==> src/rtl/icc_framer.sv <==
`timescale 1ns/1ps
// icc_framer: inter-chip comma framer for a GT transceiver pair.
// TX side inserts a K28.5 comma word every 2^COMMA_LOG2 cycles and
// idle-fills with commas when no payload is offered. RX side hunts for
// commas, declares lock after LOCK_COUNT consecutive good commas, delivers
// data words while locked, and keeps a saturating error counter.
//
// Handshake: a payload word moves when tx_valid & tx_ready are both high
// on a rising edge of usrclk. tx_ready depends only on the slot counter,
// never on tx_valid; the producer holds tx_data/tx_valid until accepted.
module icc_framer #(
   parameter int DWIDTH     = 32,
   parameter int COMMA_LOG2 = 4,
   parameter int LOCK_COUNT = 4,
   parameter int ERRCNT_W   = 16
) (
   input  logic                  usrclk,
   input  logic                  reset,
   input  logic [DWIDTH-1:0]     tx_data,
   input  logic                  tx_valid,
   output logic                  tx_ready,
   output logic [DWIDTH-1:0]     gt_txdata,
   output logic [DWIDTH/8-1:0]   gt_txcharisk,
   input  logic [DWIDTH-1:0]     gt_rxdata,
   input  logic [DWIDTH/8-1:0]   gt_rxcharisk,
   input  logic [DWIDTH/8-1:0]   gt_rxdisperr,
   input  logic [DWIDTH/8-1:0]   gt_rxnotintable,
   output logic [DWIDTH-1:0]     rx_data,
   output logic                  rx_valid,
   output logic                  locked,
   input  logic                  err_clear,
   output logic [ERRCNT_W-1:0]   err_count,
   output logic [1:0]            rx_state
);

   localparam int DBYTE  = DWIDTH / 8;
   localparam int WDOG_W = COMMA_LOG2 + 1;
   localparam int GOOD_W = $clog2(LOCK_COUNT + 1);

   localparam logic [DWIDTH-1:0] COMMA = {DBYTE{8'hBC}};
   localparam logic [DBYTE-1:0]  K_ALL = '1;

   typedef enum logic [1:0] {
      ST_HUNT   = 2'd0,
      ST_CHECK  = 2'd1,
      ST_LOCKED = 2'd2
   } rx_state_e;

   // ---------------------------------------------------------------- TX
   logic [COMMA_LOG2-1:0] slot_q, slot_d;
   logic [DWIDTH-1:0]     txdata_q, txdata_d;
   logic [DBYTE-1:0]      txk_q, txk_d;
   logic                  tx_take;

   // Slot 0 is reserved for the comma; payload is only taken in other slots.
   always_comb begin
      slot_d   = slot_q + 1'b1;
      tx_ready = (slot_q != '0);
      tx_take  = tx_valid & tx_ready;
      if (tx_take) begin
         txdata_d = tx_data;
         txk_d    = '0;
      end else begin
         txdata_d = COMMA;
         txk_d    = K_ALL;
      end
   end

   // TX slot counter and registered GT word.
   always_ff @(posedge usrclk) begin
      if (reset) begin
         slot_q   <= '0;
         txdata_q <= COMMA;
         txk_q    <= K_ALL;
      end else begin
         slot_q   <= slot_d;
         txdata_q <= txdata_d;
         txk_q    <= txk_d;
      end
   end

   assign gt_txdata    = txdata_q;
   assign gt_txcharisk = txk_q;

   // ---------------------------------------------------------------- RX
   logic rx_has_err;
   logic is_good;
   logic is_data;
   logic is_err;

   // Word classification: anything that is neither a clean comma nor a
   // clean all-data word counts as an error.
   always_comb begin
      rx_has_err = (|gt_rxdisperr) | (|gt_rxnotintable);
      is_good    = (gt_rxcharisk == K_ALL) && (gt_rxdata == COMMA) && !rx_has_err;
      is_data    = (gt_rxcharisk == '0) && !rx_has_err;
      is_err     = !is_good && !is_data;
   end

   rx_state_e           state_q, state_d;
   logic [GOOD_W-1:0]   good_q, good_d;
   logic [WDOG_W-1:0]   wdog_q, wdog_d;

   // RX FSM state register with its good-comma and watchdog counters.
   always_ff @(posedge usrclk) begin
      if (reset) begin
         state_q <= ST_HUNT;
         good_q  <= '0;
         wdog_q  <= '0;
      end else begin
         state_q <= state_d;
         good_q  <= good_d;
         wdog_q  <= wdog_d;
      end
   end

   // RX FSM next state: hunt for a comma, count consecutive good commas,
   // then stay locked until an error or a comma-free watchdog expiry.
   always_comb begin
      state_d = state_q;
      good_d  = good_q;
      wdog_d  = wdog_q;
      case (state_q)
         ST_HUNT: begin
            good_d = '0;
            wdog_d = '0;
            if (is_good) begin
               if (LOCK_COUNT <= 1) begin
                  state_d = ST_LOCKED;
               end else begin
                  state_d = ST_CHECK;
                  good_d  = GOOD_W'(1);
               end
            end
         end
         ST_CHECK: begin
            if (is_err) begin
               state_d = ST_HUNT;
               good_d  = '0;
            end else if (is_good) begin
               if (good_q == GOOD_W'(LOCK_COUNT - 1)) begin
                  state_d = ST_LOCKED;
                  good_d  = '0;
                  wdog_d  = '0;
               end else begin
                  good_d = good_q + 1'b1;
               end
            end
         end
         ST_LOCKED: begin
            if (is_err) begin
               state_d = ST_HUNT;
               wdog_d  = '0;
            end else if (is_good) begin
               wdog_d = '0;
            end else if (wdog_q == '1) begin
               // Two full comma periods have gone by without a comma.
               state_d = ST_HUNT;
               wdog_d  = '0;
            end else begin
               wdog_d = wdog_q + 1'b1;
            end
         end
         default: begin
            state_d = ST_HUNT;
            good_d  = '0;
            wdog_d  = '0;
         end
      endcase
   end

   logic [DWIDTH-1:0]   rxdata_q, rxdata_d;
   logic                rxvalid_q, rxvalid_d;
   logic [ERRCNT_W-1:0] errcnt_q, errcnt_d;

   // RX FSM outputs: lock flag, payload capture and error counter update.
   always_comb begin
      locked    = (state_q == ST_LOCKED);
      rxvalid_d = locked && is_data;
      rxdata_d  = rxvalid_d ? gt_rxdata : rxdata_q;
      if (err_clear) begin
         errcnt_d = '0;
      end else if (is_err && (errcnt_q != '1)) begin
         errcnt_d = errcnt_q + 1'b1;
      end else begin
         errcnt_d = errcnt_q;
      end
   end

   // Registered RX payload strobe and saturating error counter.
   always_ff @(posedge usrclk) begin
      if (reset) begin
         rxdata_q  <= '0;
         rxvalid_q <= 1'b0;
         errcnt_q  <= '0;
      end else begin
         rxdata_q  <= rxdata_d;
         rxvalid_q <= rxvalid_d;
         errcnt_q  <= errcnt_d;
      end
   end

   assign rx_data   = rxdata_q;
   assign rx_valid  = rxvalid_q;
   assign err_count = errcnt_q;
   assign rx_state  = state_q;

endmodule

==> config.mk <==
export PLATFORM = sky130hd
export DESIGN_NAME = icc_framer
export DESIGN_NICKNAME = d
export VERILOG_FILES = /design/src/rtl/icc_framer.sv
export SDC_FILE = /design/constraint.sdc
export NUM_CORES = 1
export LEC_CHECK = 0
export BUFFER_PORTS_ARGS = -buffer_cell sky130_fd_sc_hd__buf_2
export CAP_MARGIN = 20
export CORE_MARGIN = 2
export CORE_UTILIZATION = 50
export CTS_CLUSTER_DIAMETER = 80
export DETAILED_ROUTE_END_ITERATION = 10
export PLACE_DENSITY = 0.83
export SLEW_MARGIN = 20
export SYNTH_ARGS = -nofsm -noshare
export SYNTH_HDL_FRONTEND = slang
export SYNTH_SLANG_ARGS = --single-unit
==> constraint.sdc <==
create_clock -name usrclk -period 4.2 [get_ports usrclk]
set_clock_uncertainty 0.05 [all_clocks]
set_input_delay 0.42 -clock usrclk [delete_from_list [all_inputs] [get_ports usrclk]]
set_output_delay 0.42 -clock usrclk [all_outputs]
set_load 0.01 [all_outputs]
==> impl_metrics.env <==
export IMPL_grt_pass1_vias=3228
export IMPL_slew_viol_final=0
export IMPL_die_h_um=90.53
export IMPL_wirelength_um=9141
export IMPL_syn_nets=493
export IMPL_synth_top_area_share_pct=51.34
export IMPL_combPwrFrac_pct=6.5
export IMPL_rsz0062_at_grt="no"
export IMPL_pre_cts_slack_ns=1.572
export IMPL_cp_arrival_ns=2.52
export IMPL_cp_cell_sequence="ha_1 -> and3_1 -> a41o_1 -> or4_1 -> a21oi_1"
export IMPL_ys_seq_elements=96
export IMPL_rr_worst_depth=5
export IMPL_nFillCells=610
export IMPL_cts_clk_slew_worst_paths_ns=0.10
export IMPL_cts_path_max_buffers=2
export IMPL_crit_start="err_count[0]$_SDFFE_PP0P_"
export IMPL_cts_root_buf="clkbuf_8"
export IMPL_dieArea_um2=8196
export IMPL_pwr_share_seq_pct=57.2
export IMPL_synthDistinctLibCells=51
export IMPL_post_cts_setup_buffer_count=0
export IMPL_finalHoldViolCount=0
export IMPL_synthMostInstantiatedCell="dfxtp_1"
export IMPL_fin_crit_ns=2.277
export IMPL_yosysTopAreaCell="dfxtp_1"
export IMPL_io_pins=169
export IMPL_grt_util_met3_pct=6.594
export IMPL_tightest_slew_ns=0.9566
export IMPL_outcome="completed"
export IMPL_grt_busiest_layer="met2"
export IMPL_syn_area_um2=3744
export IMPL_portBuffers=168
export IMPL_drtAntennaViolNets=0
export IMPL_rrSetupSlack_ns=1.92
export IMPL_vias_per_cell=5.338
export IMPL_rows=31
export IMPL_cts_hold_buf=0
export IMPL_cts_repair_resize_count=0
export IMPL_worstSetupPathType="register to register"
export IMPL_intPower_mw=1.213
export IMPL_cts_tree="built"
export IMPL_grtUsageTotal_pct=21.80
export IMPL_synth_cells=407
export IMPL_drc=0
export IMPL_wl_per_cell_um=13.79
export IMPL_holdPathEnd="gt_txdata[28]$_SDFF_PP1_"
export IMPL_critical_path_buf_inv_count=0
export IMPL_hold_path_startpoint="tx_data[28]"
export IMPL_fin_tns_setup_ns=0
export IMPL_p_sw_mw=0.4153
export IMPL_ys_flop_type="dfxtp_1"
export IMPL_grt_pass1_wl_um=14810
export IMPL_start_util_pct=51.61
export IMPL_end_kind="register"
export IMPL_n_antenna_cell=0
export IMPL_synth_edff_count=0
export IMPL_fin_ws_ns=1.923
export IMPL_cap_violations=0
export IMPL_dpl_cell_area_um2=4587
export IMPL_dr_total_vias=3539
export IMPL_hold_class="input port to register"
export IMPL_core_um2=7253
export IMPL_nNetsFinal=645
export IMPL_leakage_nw=2.063
export IMPL_overflow=0
export IMPL_power_total_mw=1.628
export IMPL_cts_sinks=96
export IMPL_p_sw_share_pct=25.51
export IMPL_crit_required_ns=4.44
export IMPL_dr_pass1_iters=4
export IMPL_clk_latency_ns=0.36
export IMPL_critPathMaxStageDelay_ns=0.60
export IMPL_rr_startpoint="err_count[0]$_SDFFE_PP0P_"
export IMPL_critical_path_slowest_cell="or4_1"
export IMPL_ir_worst_vdd_mv=0.2210
export IMPL_hold_depth=2
export IMPL_setup_viol=0
export IMPL_h_tree_depth=3
export IMPL_gr_usage_met1_pct=25.00
export IMPL_cp_top_family="simple AND/OR/NAND/NOR gates"
export IMPL_cp_start_kind="register"
export IMPL_die_w_um=90.53
export IMPL_async_flop_share_pct=0
export IMPL_synth_warnings=0
export IMPL_clock_fmax_mhz=439.2
export IMPL_antenna_found_initial=0
export IMPL_cp_max_fo=31
export IMPL_fin_area_um2=4786
export IMPL_p_clk_share_pct=36.3
export IMPL_drtIter0Drc=108
export IMPL_synth_avg_cell_area_um2=9.198
export IMPL_p_per_area_nw_per_um2=340.2
export IMPL_synth_common_cells="dfxtp_1, a21oi_1, nand2_1"
export IMPL_post_route_cells_drive_above_1_share_pct=34.93
export IMPL_ys_top_cells_by_area="dfxtp_1, a21oi_1, nand3_1, nand2_1, nand2b_1"
export IMPL_grt_max_degree=48
export IMPL_period_share_pct=54.22
export IMPL_use_met2_pct=38.68
export IMPL_dp_hpwl_um=6617
export IMPL_max_slew_margin_rel_pct=36.23
export IMPL_cts_buffers=9
export IMPL_place_gp_congestion=0.8129
export IMPL_syn2layout_area_growth_pct=27.84
export IMPL_worstReg2RegEnd="err_count[7]$_SDFFE_PP0P_"
export IMPL_ys_seq_area_share_pct=51.34
[worst reg2reg max path, stage by stage (launching register included)]
cell	delay [ns]
dfxtp_1	0.35
ha_1	0.30
and3_1	0.22
a41o_1	0.52
or4_1	0.61
a21oi_1	0.16
[final cells by class]
type	instances	area (µm²)	share of cell area (%)
inverter	7	26.28	0.5490
clock inverter	7	75.07	1.569
tap	99	123.9	2.588
timing repair buffer	172	870.8	18.20
clock buffer	9	123.9	2.588
multi-input combinational	273	1644	34.35
sequential	96	1922	40.16
[state kept, by name, indices dropped and copies added, names as in the netlist]
| name | flops |
|---|---|
| rx_data | 32 |
| good_q | 3 |
| gt_txdata | 32 |
| rx_valid | 1 |
| wdog_q | 5 |
| rx_state | 2 |
| err_count | 16 |
| slot_q | 4 |
| gt_txcharisk | 1 |
[kinds of logic (layout without fill, tap and decap cells)]
| family | after synthesis | in the layout | synth area share, % |
|---|---|---|---|
| AO/OA/AOI/OAI | 78 | 78 | 12.50 |
| XOR/XNOR | 2 | 2 | 0.4680 |
| adder cells (fa/ha/maj) | 6 | 6 | 2.005 |
| buffers and inverters | 38 | 195 | 4.813 |
| flip-flops | 96 | 96 | 51.34 |
| multiplexers | 2 | 2 | 0.5682 |
| AND/OR/NAND/NOR | 185 | 185 | 28.31 |
[routing by layer]
metal | up-vias | part of all wire (%)
li1 | 1744 | -
met1 | 1626 | 41
met2 | 153 | 50
met3 | 16 | 7.8
met4 | 0 | 1.6
met5 | - | 0
[cells in the final DEF, fill, tap and decap left out, types with 5 or more instances in the layout]
cell / instances
buf_2: 168
dfxtp_1: 96
a21oi_1: 47
nand2_1: 41
nand3_1: 39
nand2b_1: 21
o31ai_1: 14
or4_1: 14
and2_1: 13
nand4_1: 11
nor2_1: 10
clkbuf_8: 9
inv_1: 7
nor2b_1: 6
ha_1: 6
and3_1: 5
[stage by stage]
step           hold slack [ns]  cells  utilization (%)
6_report                0.1773    663            65.98
5_1_grt                 0.1610    663            65.98
4_1_cts                 0.1639    663            65.98
3_5_place_dp            0.3932    647            63.24
3_3_place_gp            0.3895    647            63.24
2_1_floorplan           0.3797    407                -
[worst max path at each step]
stage                                  to  depth (start not counted)
2_1_floorplan   err_count[1]$_SDFFE_PP0P_                          7
4_1_cts         err_count[7]$_SDFFE_PP0P_                          5
6_report        err_count[7]$_SDFFE_PP0P_                          5
3_5_place_dp       wdog_q[3]$_SDFFE_PP0P_                          7
3_3_place_gp       wdog_q[3]$_SDFFE_PP0P_                          7
5_1_grt        err_count[10]$_SDFFE_PP0P_                          5
[power groups by stage]
stage	Sequential (mW)	Clock (mW)	Combinational, mW
CTS	0.932	0.605	0.106
global route	0.934	0.644	0.116
finish	0.932	0.591	0.106
global placement	0.952	0	0.103
detailed placement	0.953	0	0.106
floorplan	0.960	0	0.0384
(Power assumes the default switching activity.)
